$ cat src/rtl/host_launcher_pkg.sv
// host_launcher_pkg: shared state encoding and width constants for the host launcher.
package host_launcher_pkg;
  localparam int CYC_W = 16;
  localparam int ADDR_W_DEF = 8;
  localparam int DATA_W_DEF = 8;
  typedef enum logic [3:0] {
    IDLE, PRST, LOAD, START_HI, START_LO, RB_ADDR, RB_HOLD, DONE, TIMEOUT
  } hl_state_t;
endpackage

$ cat src/rtl/hl_watchdog.sv
// hl_watchdog: counts enabled cycles and flags the cycle on which LIMIT is reached.
module hl_watchdog
  import host_launcher_pkg::*;
#(
  parameter int LIMIT = 4096
) (
  input  logic clk,
  input  logic reset,
  input  logic clear,
  input  logic enable,
  output logic expired
);
  logic [CYC_W-1:0] cnt_q, cnt_d;
  assign expired = enable && cnt_q == CYC_W'(LIMIT - 1);
  always_comb begin
    cnt_d = clear ? '0 : (enable && !expired) ? cnt_q + 1'b1 : cnt_q;
  end
  always_ff @(posedge clk) begin
    if (reset) cnt_q <= '0;
    else cnt_q <= cnt_d;
  end
endmodule

$ cat src/rtl/host_launcher.sv
// host_launcher: resets, preloads, launches and reads back the processor over start/ack.
// HOST_LAUNCHER_WATCHDOG_EN adds a wait-for-ack watchdog ending in TIMEOUT.
module host_launcher
  import host_launcher_pkg::*;
#(
  parameter int ADDR_W      = ADDR_W_DEF,
  parameter int DATA_W      = DATA_W_DEF,
  parameter int START_PULSE = 4,
  parameter int RB_BASE     = 0,
  parameter int RB_COUNT    = 4,
  parameter int WDOG_LIMIT  = 4096
) (
  input  logic              clk,
  input  logic              reset,
  input  logic              go,
  input  logic              ld_valid,
  output logic              ld_ready,
  input  logic [ADDR_W-1:0] ld_addr,
  input  logic [DATA_W-1:0] ld_data,
  input  logic              ld_last,
  output logic              proc_reset,
  output logic              start,
  input  logic              ack,
  output logic              mem_we,
  output logic [ADDR_W-1:0] mem_addr,
  output logic [DATA_W-1:0] mem_wdata,
  input  logic [DATA_W-1:0] mem_rdata,
  output logic              rb_valid,
  input  logic              rb_ready,
  output logic [DATA_W-1:0] rb_data,
  output logic              busy,
  output logic              done,
  output logic              timeout,
  output logic [CYC_W-1:0]  cycles
);
  hl_state_t state_q, state_d;
  logic [CYC_W-1:0] cnt_q, cnt_d, idx_q, idx_d, cycles_q, cycles_d;
  logic [ADDR_W-1:0] addr_q, addr_d;
  logic [DATA_W-1:0] rb_data_q, rb_data_d;
  logic wdog_exp, ld_fire;
`ifdef HOST_LAUNCHER_WATCHDOG_EN
  hl_watchdog #(.LIMIT(WDOG_LIMIT)) u_wdog (
    .clk(clk),
    .reset(reset),
    .clear(state_q != START_LO),
    .enable(state_q == START_LO),
    .expired(wdog_exp)
  );
  assign timeout = state_q == TIMEOUT;
`else
  assign wdog_exp = 1'b0;
  assign timeout = 1'b0;
`endif
  // Only LOAD drives the memory port combinationally; elsewhere the address is the readback flop.
  assign ld_fire    = state_q == LOAD && ld_valid;
  assign ld_ready   = state_q == LOAD;
  assign mem_we     = ld_fire;
  assign mem_addr   = ld_fire ? ld_addr : addr_q;
  assign mem_wdata  = ld_fire ? ld_data : '0;
  assign proc_reset = state_q == PRST;
  assign start      = state_q == START_HI;
  assign rb_valid   = state_q == RB_HOLD;
  assign rb_data    = rb_data_q;
  assign busy       = !(state_q inside {IDLE, DONE, TIMEOUT});
  assign done       = state_q == DONE;
  assign cycles     = cycles_q;
  always_comb begin
    state_d = state_q;
    cnt_d = cnt_q;
    idx_d = idx_q;
    cycles_d = cycles_q;
    addr_d = addr_q;
    rb_data_d = rb_data_q;
    case (state_q)
      IDLE, DONE, TIMEOUT: if (go) begin
        state_d = PRST;
        cnt_d = '0;
        cycles_d = '0;
      end
      PRST: begin
        cnt_d = cnt_q == CYC_W'(1) ? '0 : cnt_q + 1'b1;
        state_d = cnt_q == CYC_W'(1) ? LOAD : PRST;
      end
      LOAD: state_d = (ld_valid && ld_last) ? START_HI : LOAD;
      START_HI: begin
        cnt_d = cnt_q + 1'b1;
        state_d = cnt_q == CYC_W'(START_PULSE - 1) ? START_LO : START_HI;
      end
      START_LO: if (ack) begin
        state_d = RB_COUNT == 0 ? DONE : RB_ADDR;
        idx_d = '0;
        addr_d = ADDR_W'(RB_BASE);
      end else begin
        cycles_d = &cycles_q ? cycles_q : cycles_q + 1'b1;
        state_d = wdog_exp ? TIMEOUT : START_LO;
      end
      RB_ADDR: begin
        state_d = RB_HOLD;
        rb_data_d = mem_rdata;
      end
      RB_HOLD: if (rb_ready) begin
        state_d = idx_q == CYC_W'(RB_COUNT - 1) ? DONE : RB_ADDR;
        idx_d = idx_q + 1'b1;
        addr_d = addr_q + 1'b1;
      end
      default: state_d = IDLE;
    endcase
  end
  always_ff @(posedge clk) begin
    if (reset) begin
      state_q <= IDLE;
      cnt_q <= '0;
      idx_q <= '0;
      cycles_q <= '0;
      addr_q <= '0;
      rb_data_q <= '0;
    end else begin
      state_q <= state_d;
      cnt_q <= cnt_d;
      idx_q <= idx_d;
      cycles_q <= cycles_d;
      addr_q <= addr_d;
      rb_data_q <= rb_data_d;
    end
  end
endmodule

$ cat config.mk
export PLATFORM = sky130hd
export DESIGN_NAME = host_launcher
export DESIGN_NICKNAME = d
export VERILOG_FILES = /design/src/rtl/host_launcher_pkg.sv /design/src/rtl/hl_watchdog.sv /design/src/rtl/host_launcher.sv
export SDC_FILE = /design/constraint.sdc
export NUM_CORES = 1
export LEC_CHECK = 0
export ABC_AREA = 1
export CAP_MARGIN = 25
export CORE_ASPECT_RATIO = 0.6
export CORE_MARGIN = 10
export CORE_UTILIZATION = 50
export CTS_BUF_LIST = sky130_fd_sc_hd__clkbuf_16
export CTS_CLUSTER_SIZE = 10
export DETAILED_ROUTE_END_ITERATION = 16
export GPL_TIMING_DRIVEN = 0
export PLACE_DENSITY_LB_ADDON = 0.08
export SKIP_CTS_REPAIR_TIMING = 1
export SYNTH_ARGS = -nofsm -noshare
export SYNTH_HDL_FRONTEND = slang
export SYNTH_SLANG_ARGS = --single-unit
export TNS_END_PERCENT = 100
$ cat constraint.sdc
create_clock -name clk -period 2.15 [get_ports clk]
set_clock_uncertainty 0.2 [all_clocks]
set_input_delay 0.43 -clock clk [delete_from_list [all_inputs] [get_ports clk]]
set_output_delay 0.43 -clock clk [all_outputs]
set_load 0.01 [all_outputs]
==> reports/qor.log, run 1 <==
qor: timing.final_hold_viol_count 0
qor: die.dieWidth 137 um
qor: power.power_leakage 2.19 nW
qor: power.power-per-cell-area 766 nW/um^2
qor: synth.netlist.top_cell.by_area dfxtp_1
qor: synth.yosys.cell_count.top_type nand2_1
qor: critical_path.timing.critical_path.to rb_valid
qor: routing.route.detailed.wl_per_inst 15.0 um
qor: global_route.pin_count_of_the_biggest_net_entering_global_routing 12
qor: power.power.total 4.29 mW
qor: timing.rsz0062_at_grt true
qor: timing.setup_viol_count_final 18
qor: cells_and_area.design.final.nets 807
qor: routing.drtIter0Drc 537
qor: critical_path.cp-start-kind flop
qor: cells_and_area.layout-area-overhead-vs-synth 35.3%
qor: clock_tree.clkLatencyLatePin 0.34 ns
qor: synth.synth_cells 671
qor: timing.final.setup.tns -1.31 ns
qor: placed_design.place_congestion 0.958
qor: synth.yosys_warnings 0
qor: routing.routed-via-count 4,858
qor: routing.drt_wirelength 13.2 mm
qor: synth.synth_top_cells_by_area dfxtp_1 32%, nand2_1 15%, nor2_1 8.2%
qor: routing.average_vias_per_placed_instance 5.50
qor: routing.ant_nets 0
qor: timing.tightest_slew 0.645 ns
qor: clock_tree.cts.htree.levels 3
qor: cells_and_area.insertedDiodeCount 0
qor: critical_path.worst-endpoint-required 1.52 ns
qor: synth.ys_async_sr_fraction 0%
qor: timing.post-route-worst-setup-slack -0.197 ns
qor: global_route.antenna_found_initial 0
qor: synth.share_of_yosys_cell_area_claimed_by_the_top_area_cell_type 32.4%
qor: critical_path.crit_fanout 6
qor: critical_path.setup.worst_path.start state_q[1]
qor: clock_tree.tritoncts yes
qor: critical_path.ff2ff_path_depth 10
qor: die.die-height 90.5 um
qor: global_route.first_pass_grt_wire_length 20.5 mm
qor: status.violated_checks setup timing
qor: synth.ys_seq_area_share 32.4%
qor: timing.timing.fmax 0.426 GHz
qor: cells_and_area.num-fill-cells 681
qor: min_path.timing.hold.worst.class in -> reg
qor: timing.slew_viol_final 0
qor: clock_tree.clk_pin_slew 0.06 ns
qor: routing.drt_drc_violations_left 0
qor: status.run_status finished, violations left
qor: critical_path.critical_path_class reg -> out
qor: critical_path.reg_to_reg_slack_setup 0.13 ns
qor: critical_path.timing.rr.end cycles[9]
qor: timing.finalWorstPathRequiredPeriod 2.35 ns
qor: synth.synth_fp_nets 707
qor: synth.ys_top_cells_by_count 169 x nand2_1, 90 x nor2_1, 86 x inv_1
qor: clock_tree.tritoncts.num_buffers 9
qor: synth.ys.flop_type dfxtp_1
qor: placed_design.buffer_ports.inserted 76
qor: synth.synth.avg_cell_area 6.17 sq um
qor: global_route.grt.total_usage 19.9%
qor: flow_run.drv.max_cap_violation_count 0
qor: die.top_level_ports 79
qor: global_route.overflow 0
qor: cells_and_area.final_non_filler_cell_area 5600 sq um
qor: placed_design.detail_placement_hpwl 9.52 mm
qor: power.ir_drop 0.000482 V
qor: global_route.vias_in_the_first_global_route 4,316
qor: clock_tree.cts_sinks 67
qor: synth.post_synth_num_cell_types 34
qor: timing.timing.max_slew.rel_slack 57.0%
qor: routing.iteration_count_of_the_initial_detailed_routing_pass 6
qor: die.floorplan.rows 25
qor: die.initial_utilization 51.9%
qor: placed_design.place_area 5040 sq um
qor: die.area_of_the_core_region 7980 sq um
qor: clock_tree.max-clock-path-buffers 2
qor: timing.fin_crit_sh 109%
qor: clock_tree.ctsRootBufferMaster clkbuf_16
qor: critical_path.worstPathArrival 1.72 ns
qor: die.fp.dieArea 12,400 sq um
qor: critical_path.worstSetupEndpointType primary output
qor: cells_and_area.layout_cells_sized_above_1 13.1%
qor: synth.synth.ff_latch_count 67
qor: critical_path.rr_startpoint cycles[0]
qor: synth.synth.cell_area 4140 sq um
qor: synth.synth_edf_count 0
-- how the worst min path moves through the flow --
stage	startpoint	to	slack (ns)	cells past startpoint
2_1_floorplan	idx_q[1]	idx_q[1]	0.26	2
3_3_place_gp	rb_data[0]	rb_data[0]	0.23	2
3_5_place_dp	rb_data[1]	rb_data[1]	0.24	2
4_1_cts	reset	idx_q[10]	0.22	2
5_1_grt	reset	state_q[2]	0.25	2
6_report	reset	state_q[2]	0.23	2
-- area by class of cell --
class	count	area [sq um]	area share [%]
multi-input combinational	493	2480	44.3
sequential	67	1350	24.1
timing repair buffer	88	851	15.2
inverter	90	349	6.23
clock buffer	9	225	4.02
tap	108	135	2.41
buffer	21	124	2.21
clock inverter	7	83.8	1.50
timing repair inverter	1	5.00	0.0893
-- cells by family after synthesis --
family,after synthesis,share of synthesized area [%]
AOI/OAI and AO/OA,98,13.4
xor gates and xnor gates,6,1.27
adders and majority gates,5,1.51
buffers and inverters,111,10.8
DFF,67,32.4
other,1,0.0906
and+or+nand+nor,383,40.6
-- flip-flops by register name, summed over array words and instances, names as in the netlist --
register	flops
idx_q	16
cycles	16
rb_data	8
addr_q	8
cnt_q	16
state_q	3
-- critical path, stage by stage (launching register included) --
cell and delay, ns:
dfxtp_4 0.38, inv_4 0.05, nor2_4 0.10, nand2_2 0.14, clkinvlp_4 0.14, clkdlybuf4s50_1 0.57
-- cells in the final DEF (no fill, tap or decap), drive strengths merged, types with 10 or more instances in the layout --
cell type,count
a21oi,53
buf,39
clkbuf,20
clkdlybuf4s50,54
dfxtp,67
inv,90
nand2,176
nand3,58
nand4,34
nor2,98
nor3,13
o211ai,10
o21ai,31
-- per-layer routing --
metal / global-route usage [%] / up-vias / share of wire, %
met5: 0 / - / 0
met4: 4.55 / 0 / 1.5
met3: 8.56 / 25 / 11
met2: 29.6 / 209 / 43
met1: 25.9 / 2240 / 45
li1: - / 2384 / -
-- power breakdown --
part	switching (mW)	internal (mW)	leakage [nW]	total, mW
Sequential	0.0968	1.30	0.542	1.40
Combinational	0.807	0.514	1.50	1.32
Clock	0.569	1.00	0.152	1.57
-- per-stage QoR --
step	setup slack (ns)	utilization (%)	std cells	hold WS, ns
finish	-0.197	70.2	884	0.229
global route	-0.269	70.2	884	0.255
detailed placement	-0.705	63.1	855	0.242
floorplan	0.0344	-	671	0.257
global placement	-0.686	63.1	855	0.231
CTS	-0.993	67.0	871	0.221
No activity file was read; power rests on OpenSTA's default activity.
==> run 2: changes to the inputs <==
--- a/config.mk
+++ b/config.mk
@@ -5,7 +5,7 @@
 export SDC_FILE = /design/constraint.sdc
 export NUM_CORES = 1
 export LEC_CHECK = 0
-export ABC_AREA = 1
+export ABC_CLOCK_PERIOD_IN_PS = 2150
 export CAP_MARGIN = 25
 export CORE_ASPECT_RATIO = 0.6
 export CORE_MARGIN = 10
==> reports/qor.log, run 2 <==
qor: global_route.pin_count_of_the_biggest_net_entering_global_routing 12 [unchanged]
qor: placed_design.place_area 4510 sq um [was 5040 sq um]
qor: cells_and_area.layout.cells.most_common_list 63 x dfxtp_1, 56 x nor2_1, 52 x clkdlybuf4s50_1 [was 165 x nand2_1, 86 x inv_1, 81 x nor2_1]
qor: routing.iteration_count_of_the_initial_detailed_routing_pass 4 [was 6]
qor: timing.slew_viol_final 0 [unchanged]
qor: synth.synth_edf_count 0 [unchanged]
qor: die.top_level_ports 79 [unchanged]
qor: routing.drt_wirelength 10.3 mm [was 13.2 mm]
qor: placed_design.place_congestion 0.880 [was 0.958]
qor: flow_run.drv.max_cap_violation_count 0 [unchanged]
qor: cells_and_area.insertedDiodeCount 0 [unchanged]
qor: timing.fin_crit_sh 121% [was 109%]
qor: critical_path.critical_path_class reg -> out [unchanged]
qor: die.initial_utilization 53.0% [was 51.9%]
qor: power.power-per-cell-area 789 nW/um^2 [was 766 nW/um^2]
qor: synth.yosys_warnings 0 [unchanged]
qor: placed_design.buffer_ports.inserted 76 [unchanged]
qor: timing.timing.fmax 0.384 GHz [was 0.426 GHz]
qor: synth.ys_top_cells_by_count 67 x dfxtp_1, 56 x nor2_1, 43 x nand2_1 [was 169 x nand2_1, 90 x nor2_1, 86 x inv_1]
qor: timing.final_hold_viol_count 0 [unchanged]
qor: synth.synth.ff_latch_count 67 [unchanged]
qor: power.ir_drop 0.000510 V [was 0.000482 V]
qor: clock_tree.cts.htree.levels 3 [unchanged]
qor: critical_path.timing.critical_path.to mem_addr[5] [was rb_valid]
qor: routing.average_vias_per_placed_instance 5.63 [was 5.50]
qor: clock_tree.max-clock-path-buffers 2 [unchanged]
qor: placed_design.detail_placement_hpwl 7.26 mm [was 9.52 mm]
qor: cells_and_area.fin_util 74.3% [was 70.2%]
qor: die.area_of_the_core_region 6880 sq um [was 7980 sq um]
qor: critical_path.worstSetupEndpointType primary output [unchanged]
qor: global_route.grt.total_usage 17.9% [was 19.9%]
qor: timing.timing.max_slew.rel_slack 52.6% [was 57.0%]
qor: global_route.overflow 0 [unchanged]
qor: synth.synth_cells 427 [was 671]
qor: synth.ys_async_sr_fraction 0% [unchanged]
qor: timing.tightest_slew 0.704 ns [was 0.645 ns]
qor: status.run_status finished, violations left [unchanged]
qor: critical_path.worstPathArrival 1.97 ns [was 1.72 ns]
qor: global_route.vias_in_the_first_global_route 3,251 [was 4,316]
qor: timing.setup_viol_count_final 18 [unchanged]
qor: critical_path.timing.critical_path.cells buf_8 -> clkinvlp_4 -> nor3_4 -> and2_4 -> clkbuf_16 -> mux2_4 -> buf_6 [was inv_4 -> nor2_4 -> nand2_2 -> clkinvlp_4 -> clkdlybuf4s50_1]
qor: synth.synth_fp_nets 463 [was 707]
qor: routing.ant_nets 0 [unchanged]
qor: global_route.global_route.usage.met3 8.60% [was 8.56%]
qor: routing.drt_drc_violations_left 0 [unchanged]
qor: clock_tree.ctsRootBufferMaster clkbuf_16 [unchanged]
qor: routing.drtIter0Drc 207 [was 537]
qor: synth.share_of_yosys_cell_area_claimed_by_the_top_area_cell_type 36.8% [was 32.4%]
qor: routing.routed-via-count 3,489 [was 4,858]
qor: global_route.busiest_layer met2 [unchanged]
qor: cells_and_area.final_non_filler_cell_area 5110 sq um [was 5600 sq um]
qor: critical_path.crit_slowest_cell dfxtp_2 [was clkdlybuf4s50_1]
qor: cells_and_area.layout_cells_sized_above_1 21.4% [was 13.1%]
qor: critical_path.setup.worst_path.start state_q[1] [unchanged]
qor: global_route.met1_usage 23.7% [was 25.9%]
qor: timing.worst_hold_slack 0.107 ns [was 0.229 ns]
qor: global_route.global_route.usage.met2 24.6% [was 29.6%]
qor: critical_path.reg_to_reg_slack_setup 0.01 ns [was 0.13 ns]
qor: die.die-height 86.1 um [was 90.5 um]
qor: clock_tree.cts_sinks 67 [unchanged]
qor: clock_tree.tritoncts yes [unchanged]
qor: synth.yosys.cell_count.top_type dfxtp_1 [was nand2_1]
qor: routing.route.detailed.wl_per_inst 16.6 um [was 15.0 um]
qor: clock_tree.clkLatencyLatePin 0.34 ns [about the same]
qor: critical_path.timing.rr.end cycles[15] [was cycles[9]]
qor: min_path.timing.hold.worst.class in -> reg [unchanged]
qor: clock_tree.clk_pin_slew 0.05 ns [was 0.06 ns]
qor: timing.rsz0062_at_grt true [unchanged]
qor: status.violated_checks setup timing [unchanged]
qor: clock_tree.tritoncts.num_buffers 9 [unchanged]
qor: synth.synth.cell_area 3640 sq um [was 4140 sq um]
qor: cells_and_area.design.final.nets 564 [was 807]
qor: critical_path.critical_path.n_buffers_inverters 4 [was 3]
qor: critical_path.ff2ff_path_depth 9 [was 10]
qor: cells_and_area.num-fill-cells 536 [was 681]
qor: critical_path.worst-endpoint-required 1.52 ns [about the same]
qor: die.floorplan.rows 23 [was 25]
qor: synth.ys.flop_type dfxtp_1 [unchanged]
qor: critical_path.worst_path_dominant_cell_family buffers and inverters [unchanged]
qor: timing.finalWorstPathRequiredPeriod 2.60 ns [was 2.35 ns]
qor: synth.netlist.top_cell.by_area dfxtp_1 [unchanged]
qor: cells_and_area.layout-area-overhead-vs-synth 40.3% [was 35.3%]
qor: cells_and_area.layout_commonest_cell dfxtp_1 [was nand2_1]
qor: synth.post_synth_num_cell_types 58 [was 34]
qor: die.fp.dieArea 11,200 sq um [was 12,400 sq um]
qor: synth.synth.avg_cell_area 8.54 sq um [was 6.17 sq um]
qor: critical_path.critical-path-max-stage-delay 0.33 ns [was 0.57 ns]
qor: global_route.antenna_found_initial 0 [unchanged]
qor: critical_path.rr_startpoint state_q[1] [was cycles[0]]
qor: critical_path.crit_fanout 6 [unchanged]
qor: power.power_leakage 1.95 nW [was 2.19 nW]
qor: synth.ys_seq_area_share 36.8% [was 32.4%]
qor: critical_path.cp-start-kind flop [unchanged]
qor: global_route.first_pass_grt_wire_length 16.3 mm [was 20.5 mm]
qor: synth.synth_top_cells_by_area dfxtp_1 37%, xnor2_1 7.9%, nor2_1 5.8% [was dfxtp_1 32%, nand2_1 15%, nor2_1 8.2%]
qor: critical_path.critical_path_depth 7 [was 5]
qor: timing.post-route-worst-setup-slack -0.453 ns [was -0.197 ns]
qor: die.dieWidth 130 um [was 137 um]
[run 2: changes by cell type after synthesis, sizes merged, moves of 17 or more]
cell / delta
nand4: -20
inv: -81
xnor2: +32
o21ai: -25
nand3: -39
nand2: -133
a211oi: +17
and3: +18
a21oi: -32
nor2: -41
[run 2: cell families (layout without fill, tap and decap cells)]
| family | count (synthesis) | after routing | share of synthesized area [%] |
|---|---|---|---|
| mux | 12 | 12 | 3.60 |
| compound gates | 65 | 65 | 13.0 |
| simple gates | 199 | 199 | 28.4 |
| other cells | 1 | 1 | 0.103 |
| buf+inv | 33 | 139 | 5.56 |
| flops | 67 | 67 | 36.8 |
| fa+ha+maj | 5 | 5 | 1.72 |
| xor+xnor | 45 | 45 | 10.8 |
[run 2: worst register-to-register path, delay by kind of cell, from the launching register on]
| family | cells | cell delay [ns] |
|---|---|---|
| AOI/OAI and AO/OA | 1 | 0.10 |
| buffers and inverters | 4 | 0.56 |
| DFF | 1 | 0.32 |
| xor gates and xnor gates | 1 | 0.16 |
| and+or+nand+nor | 3 | 0.69 |
[run 2: per-layer routing]
metal	share of wire (%)	routed length, um
met5	0	0
met4	1.3	137
met3	10	1070
met2	41	4240
met1	47	4840
[run 2: per-stage QoR]
| stage | power, mW | std cells | worst slack (ns) | setup TNS, ns |
|---|---|---|---|---|
| after floorplan | 1.90 | 427 | 0.109 | 0 |
| after global routing | 4.20 | 620 | -0.498 | -7.02 |
| after CTS | 3.78 | 606 | -0.906 | -18.73 |
| final | 4.03 | 620 | -0.453 | -5.45 |
| after detailed placement | 2.24 | 590 | -0.827 | -25.75 |
| after global placement | 2.21 | 590 | -0.781 | -22.91 |
[run 2: how the worst min path moves through the flow]
stage	start	to	slack, ns	depth (start not counted)
final	reset	state_q[2]	0.11	2
after global routing	reset	state_q[2]	0.11	2
after CTS	reset	rb_data[0]	0.10	2
after detailed placement	rb_data[0]	rb_data[0]	0.24	2
after global placement	rb_data[0]	rb_data[0]	0.24	2
after floorplan	addr_q[7]	addr_q[7]	0.28	2
[run 2: cell type report]
type,count,area [sq um],area share (%)
Buffer,24,206,4.04
Clock buffer,9,225,4.41
Clock inverter,7,85.1,1.66
Inverter,8,33.8,0.661
Multi-Input combinational cell,327,2230,43.7
Sequential cell,67,1350,26.3
Tap cell,87,109,2.13
Timing Repair Buffer,91,873,17.1
[run 2: where the power goes]
group / switching [mW] / leakage, nW / total, mW / internal, mW
clock network: 0.536 / 0.158 / 1.54 / 1.00
registers: 0.0339 / 0.542 / 1.32 / 1.28
logic: 0.611 / 1.25 / 1.18 / 0.567
==> run 3: changes to the inputs <==
--- a/config.mk
+++ b/config.mk
@@ -9,7 +9,7 @@
 export CAP_MARGIN = 25
 export CORE_ASPECT_RATIO = 0.6
 export CORE_MARGIN = 10
-export CORE_UTILIZATION = 50
+export CORE_UTILIZATION = 51
 export CTS_BUF_LIST = sky130_fd_sc_hd__clkbuf_16
 export CTS_CLUSTER_SIZE = 10
 export DETAILED_ROUTE_END_ITERATION = 16
==> reports/qor.log, run 3 (same netlist as run 2, synthesis figures left out) <==
qor: clock_tree.cts.htree.levels 3 [unchanged]
qor: routing.routed-via-count 3,496 [was 3,489]
qor: cells_and_area.insertedDiodeCount 0 [unchanged]
qor: die.dieWidth 129 um [was 130 um]
qor: clock_tree.cts_sinks 67 [unchanged]
qor: die.fp.dieArea 11,000 sq um [was 11,200 sq um]
qor: critical_path.worst-endpoint-required 1.52 ns [about the same]
qor: power.combPwrFrac 28.7% [was 29.2%]
qor: timing.timing.fmax 0.389 GHz [was 0.384 GHz]
qor: timing.post-route-worst-setup-slack -0.419 ns [was -0.453 ns]
qor: clock_tree.max-clock-path-buffers 2 [unchanged]
qor: clock_tree.clkLatencyLatePin 0.34 ns [about the same]
qor: die.initial_utilization 53.7% [was 53.0%]
qor: cells_and_area.layout.cells.most_common_list 66 x dfxtp_1, 56 x nor2_1, 52 x clkdlybuf4s50_1 [was 63 x dfxtp_1, 56 x nor2_1, 52 x clkdlybuf4s50_1]
qor: global_route.global_route.usage.met2 24.7% [was 24.6%]
qor: status.violated_checks setup timing [unchanged]
qor: power.power-per-cell-area 761 nW/um^2 [was 789 nW/um^2]
qor: global_route.antenna_found_initial 0 [unchanged]
qor: clock_tree.tritoncts yes [unchanged]
qor: min_path.worst_hold_path.endpoint state_q[2] [unchanged]
qor: min_path.min_from reset [unchanged]
qor: global_route.busiest_layer met2 [unchanged]
qor: cells_and_area.layout_commonest_cell dfxtp_1 [unchanged]
qor: timing.final.setup.tns -5.32 ns [was -5.45 ns]
qor: cells_and_area.ff_latch_area 1340 sq um [was 1350 sq um]
qor: power.internal_power 2.69 mW [was 2.85 mW]
qor: min_path.timing.hold.worst.class in -> reg [unchanged]
qor: placed_design.place_worst_setup_slack -0.820 ns [was -0.827 ns]
qor: power.sw_frac_of_total 29.8% [was 29.3%]
qor: placed_design.buffer_ports.inserted 76 [unchanged]
qor: timing.timing.max_slew.rel_slack 53.0% [was 52.6%]
qor: critical_path.timing.rr.end cnt_q[14] [was cycles[15]]
qor: cells_and_area.num-fill-cells 523 [was 536]
qor: critical_path.reg_to_reg_slack_setup -0.01 ns [was 0.01 ns]
qor: clock_tree.ctsRootBufferMaster clkbuf_16 [unchanged]
qor: timing.tightest_slew 0.697 ns [was 0.704 ns]
qor: timing.worst_hold_slack 0.107 ns [about the same]
qor: global_route.grt.total_usage 17.9% [about the same]
qor: routing.drt_wirelength 10.3 mm [about the same]
qor: routing.ant_nets 0 [unchanged]
qor: global_route.overflow 0 [unchanged]
qor: placed_design.place_congestion 0.886 [was 0.880]
qor: routing.route.detailed.wl_per_inst 16.7 um [was 16.6 um]
qor: flow_run.drv.max_cap_violation_count 0 [unchanged]
qor: global_route.global_route.usage.met3 7.52% [was 8.60%]
qor: timing.finalWorstPathRequiredPeriod 2.57 ns [was 2.60 ns]
qor: clock_tree.clk_pin_slew 0.06 ns [was 0.05 ns]
qor: routing.drtIter0Drc 234 [was 207]
qor: power.share_seq_of_total_power 34.3% [was 32.7%]
qor: die.die-height 85.5 um [was 86.1 um]
qor: cells_and_area.fin_util 74.2% [was 74.3%]
qor: die.area_of_the_core_region 6790 sq um [was 6880 sq um]
qor: timing.setup_viol_count_final 20 [was 18]
qor: critical_path.ff2ff_path_depth 9 [unchanged]
qor: placed_design.detail_placement_hpwl 7.26 mm [about the same]
qor: min_path.hold_path_depth 2 [unchanged]
qor: cells_and_area.layout_cells_sized_above_1 19.8% [was 21.4%]
qor: power.power_leakage 1.91 nW [was 1.95 nW]
qor: critical_path.rr_startpoint state_q[1] [unchanged]
qor: status.run_status finished, violations left [unchanged]
qor: routing.drt_drc_violations_left 0 [unchanged]
qor: timing.slew_viol_final 0 [unchanged]
qor: timing.rsz0062_at_grt true [unchanged]
qor: global_route.first_pass_grt_wire_length 16.2 mm [was 16.3 mm]
qor: routing.iteration_count_of_the_initial_detailed_routing_pass 7 [was 4]
qor: global_route.vias_in_the_first_global_route 3,234 [was 3,251]
qor: global_route.pin_count_of_the_biggest_net_entering_global_routing 12 [unchanged]
qor: timing.final_hold_viol_count 0 [unchanged]
qor: cells_and_area.design.final.nets 561 [was 564]
qor: routing.average_vias_per_placed_instance 5.67 [was 5.63]
qor: cells_and_area.multiInputGateArea 2220 sq um [was 2230 sq um]
qor: global_route.met1_usage 24.5% [was 23.7%]
qor: critical_path.worstPathArrival 1.94 ns [was 1.97 ns]
qor: power.ir_drop 0.000537 V [was 0.000510 V]
qor: critical_path.cp-start-kind flop [unchanged]
qor: power.switching_power 1.14 mW [was 1.18 mW]
qor: power.clock_network_power_share 37.0% [was 38.1%]
qor: critical_path.crit_fanout 6 [unchanged]
qor: power.power.total 3.84 mW [was 4.03 mW]
qor: critical_path.worstSetupEndpointType primary output [unchanged]
qor: critical_path.critical_path_class reg -> out [unchanged]
qor: cells_and_area.layout-area-overhead-vs-synth 38.3% [was 40.3%]
qor: die.floorplan.rows 23 [unchanged]
qor: die.top_level_ports 79 [unchanged]
qor: timing.fin_crit_sh 120% [was 121%]
qor: clock_tree.tritoncts.num_buffers 9 [unchanged]
-- run 3: cell types whose count changed in the layout (fill, tap and decap cells not counted), moves of 2 or more --
| cell | delta |
|---|---|
| dfxtp_1 | +3 |
| dfxtp_2 | -3 |
| a211oi_1 | +2 |
| a211oi_2 | -2 |
| buf_2 | -2 |
-- run 3: worst max-delay path by stage --
| stage | from | endpoint | slack, ns | cells after the start |
|---|---|---|---|---|
| after floorplan | state_q[1] | mem_addr[0] | 0.11 | 6 |
| after global placement | ld_valid | mem_addr[5] | -0.78 | 5 |
| after detailed placement | ld_valid | mem_addr[5] | -0.82 | 5 |
| after CTS | state_q[1] | mem_addr[5] | -0.93 | 7 |
| after global routing | state_q[1] | mem_addr[6] | -0.48 | 7 |
| final | state_q[1] | mem_addr[5] | -0.42 | 7 |
-- run 3: area by class of cell --
class / instances / area share (%)
multi-input cells: 327 / 43.9
flip-flops and latches: 67 / 26.6
repair buffers: 87 / 17.0
clock buffers: 9 / 4.47
plain buffers: 25 / 3.95
well taps: 87 / 2.16
clock inverters: 7 / 1.22
inverters: 8 / 0.670
-- run 3: metrics by stage --
step | cell area (sq um) | std cells
final | 5040 | 617
after global routing | 5040 | 617
after CTS | 4800 | 606
after detailed placement | 4510 | 590
after global placement | 4510 | 590
after floorplan | 3640 | 427
-- run 3: worst max-delay path, cell delays in order (launching register included) --
cell and delay, ns:
dfxtp_2 0.33, buf_8 0.12, clkinvlp_4 0.15, nor3_4 0.23, and2_4 0.21, buf_8 0.13, mux2_4 0.30, buf_6 0.12
-- run 3: layer usage --
metal | up-vias | share of wire [%] | routed length [um]
met5 | - | 0 | 0
met4 | 0 | 1.1 | 115
met3 | 14 | 9.5 | 977
met2 | 130 | 42 | 4340
met1 | 1640 | 47 | 4860
li1 | 1712 | - | -
-- run 3: power groups by stage --
stage	Sequential (mW)	Combinational [mW]	Clock, mW
final	1.32	1.10	1.42
after global routing	1.32	1.20	1.50
after global placement	1.34	0.872	0
after CTS	1.31	0.891	1.45
after floorplan	1.34	0.562	0
after detailed placement	1.34	0.885	0
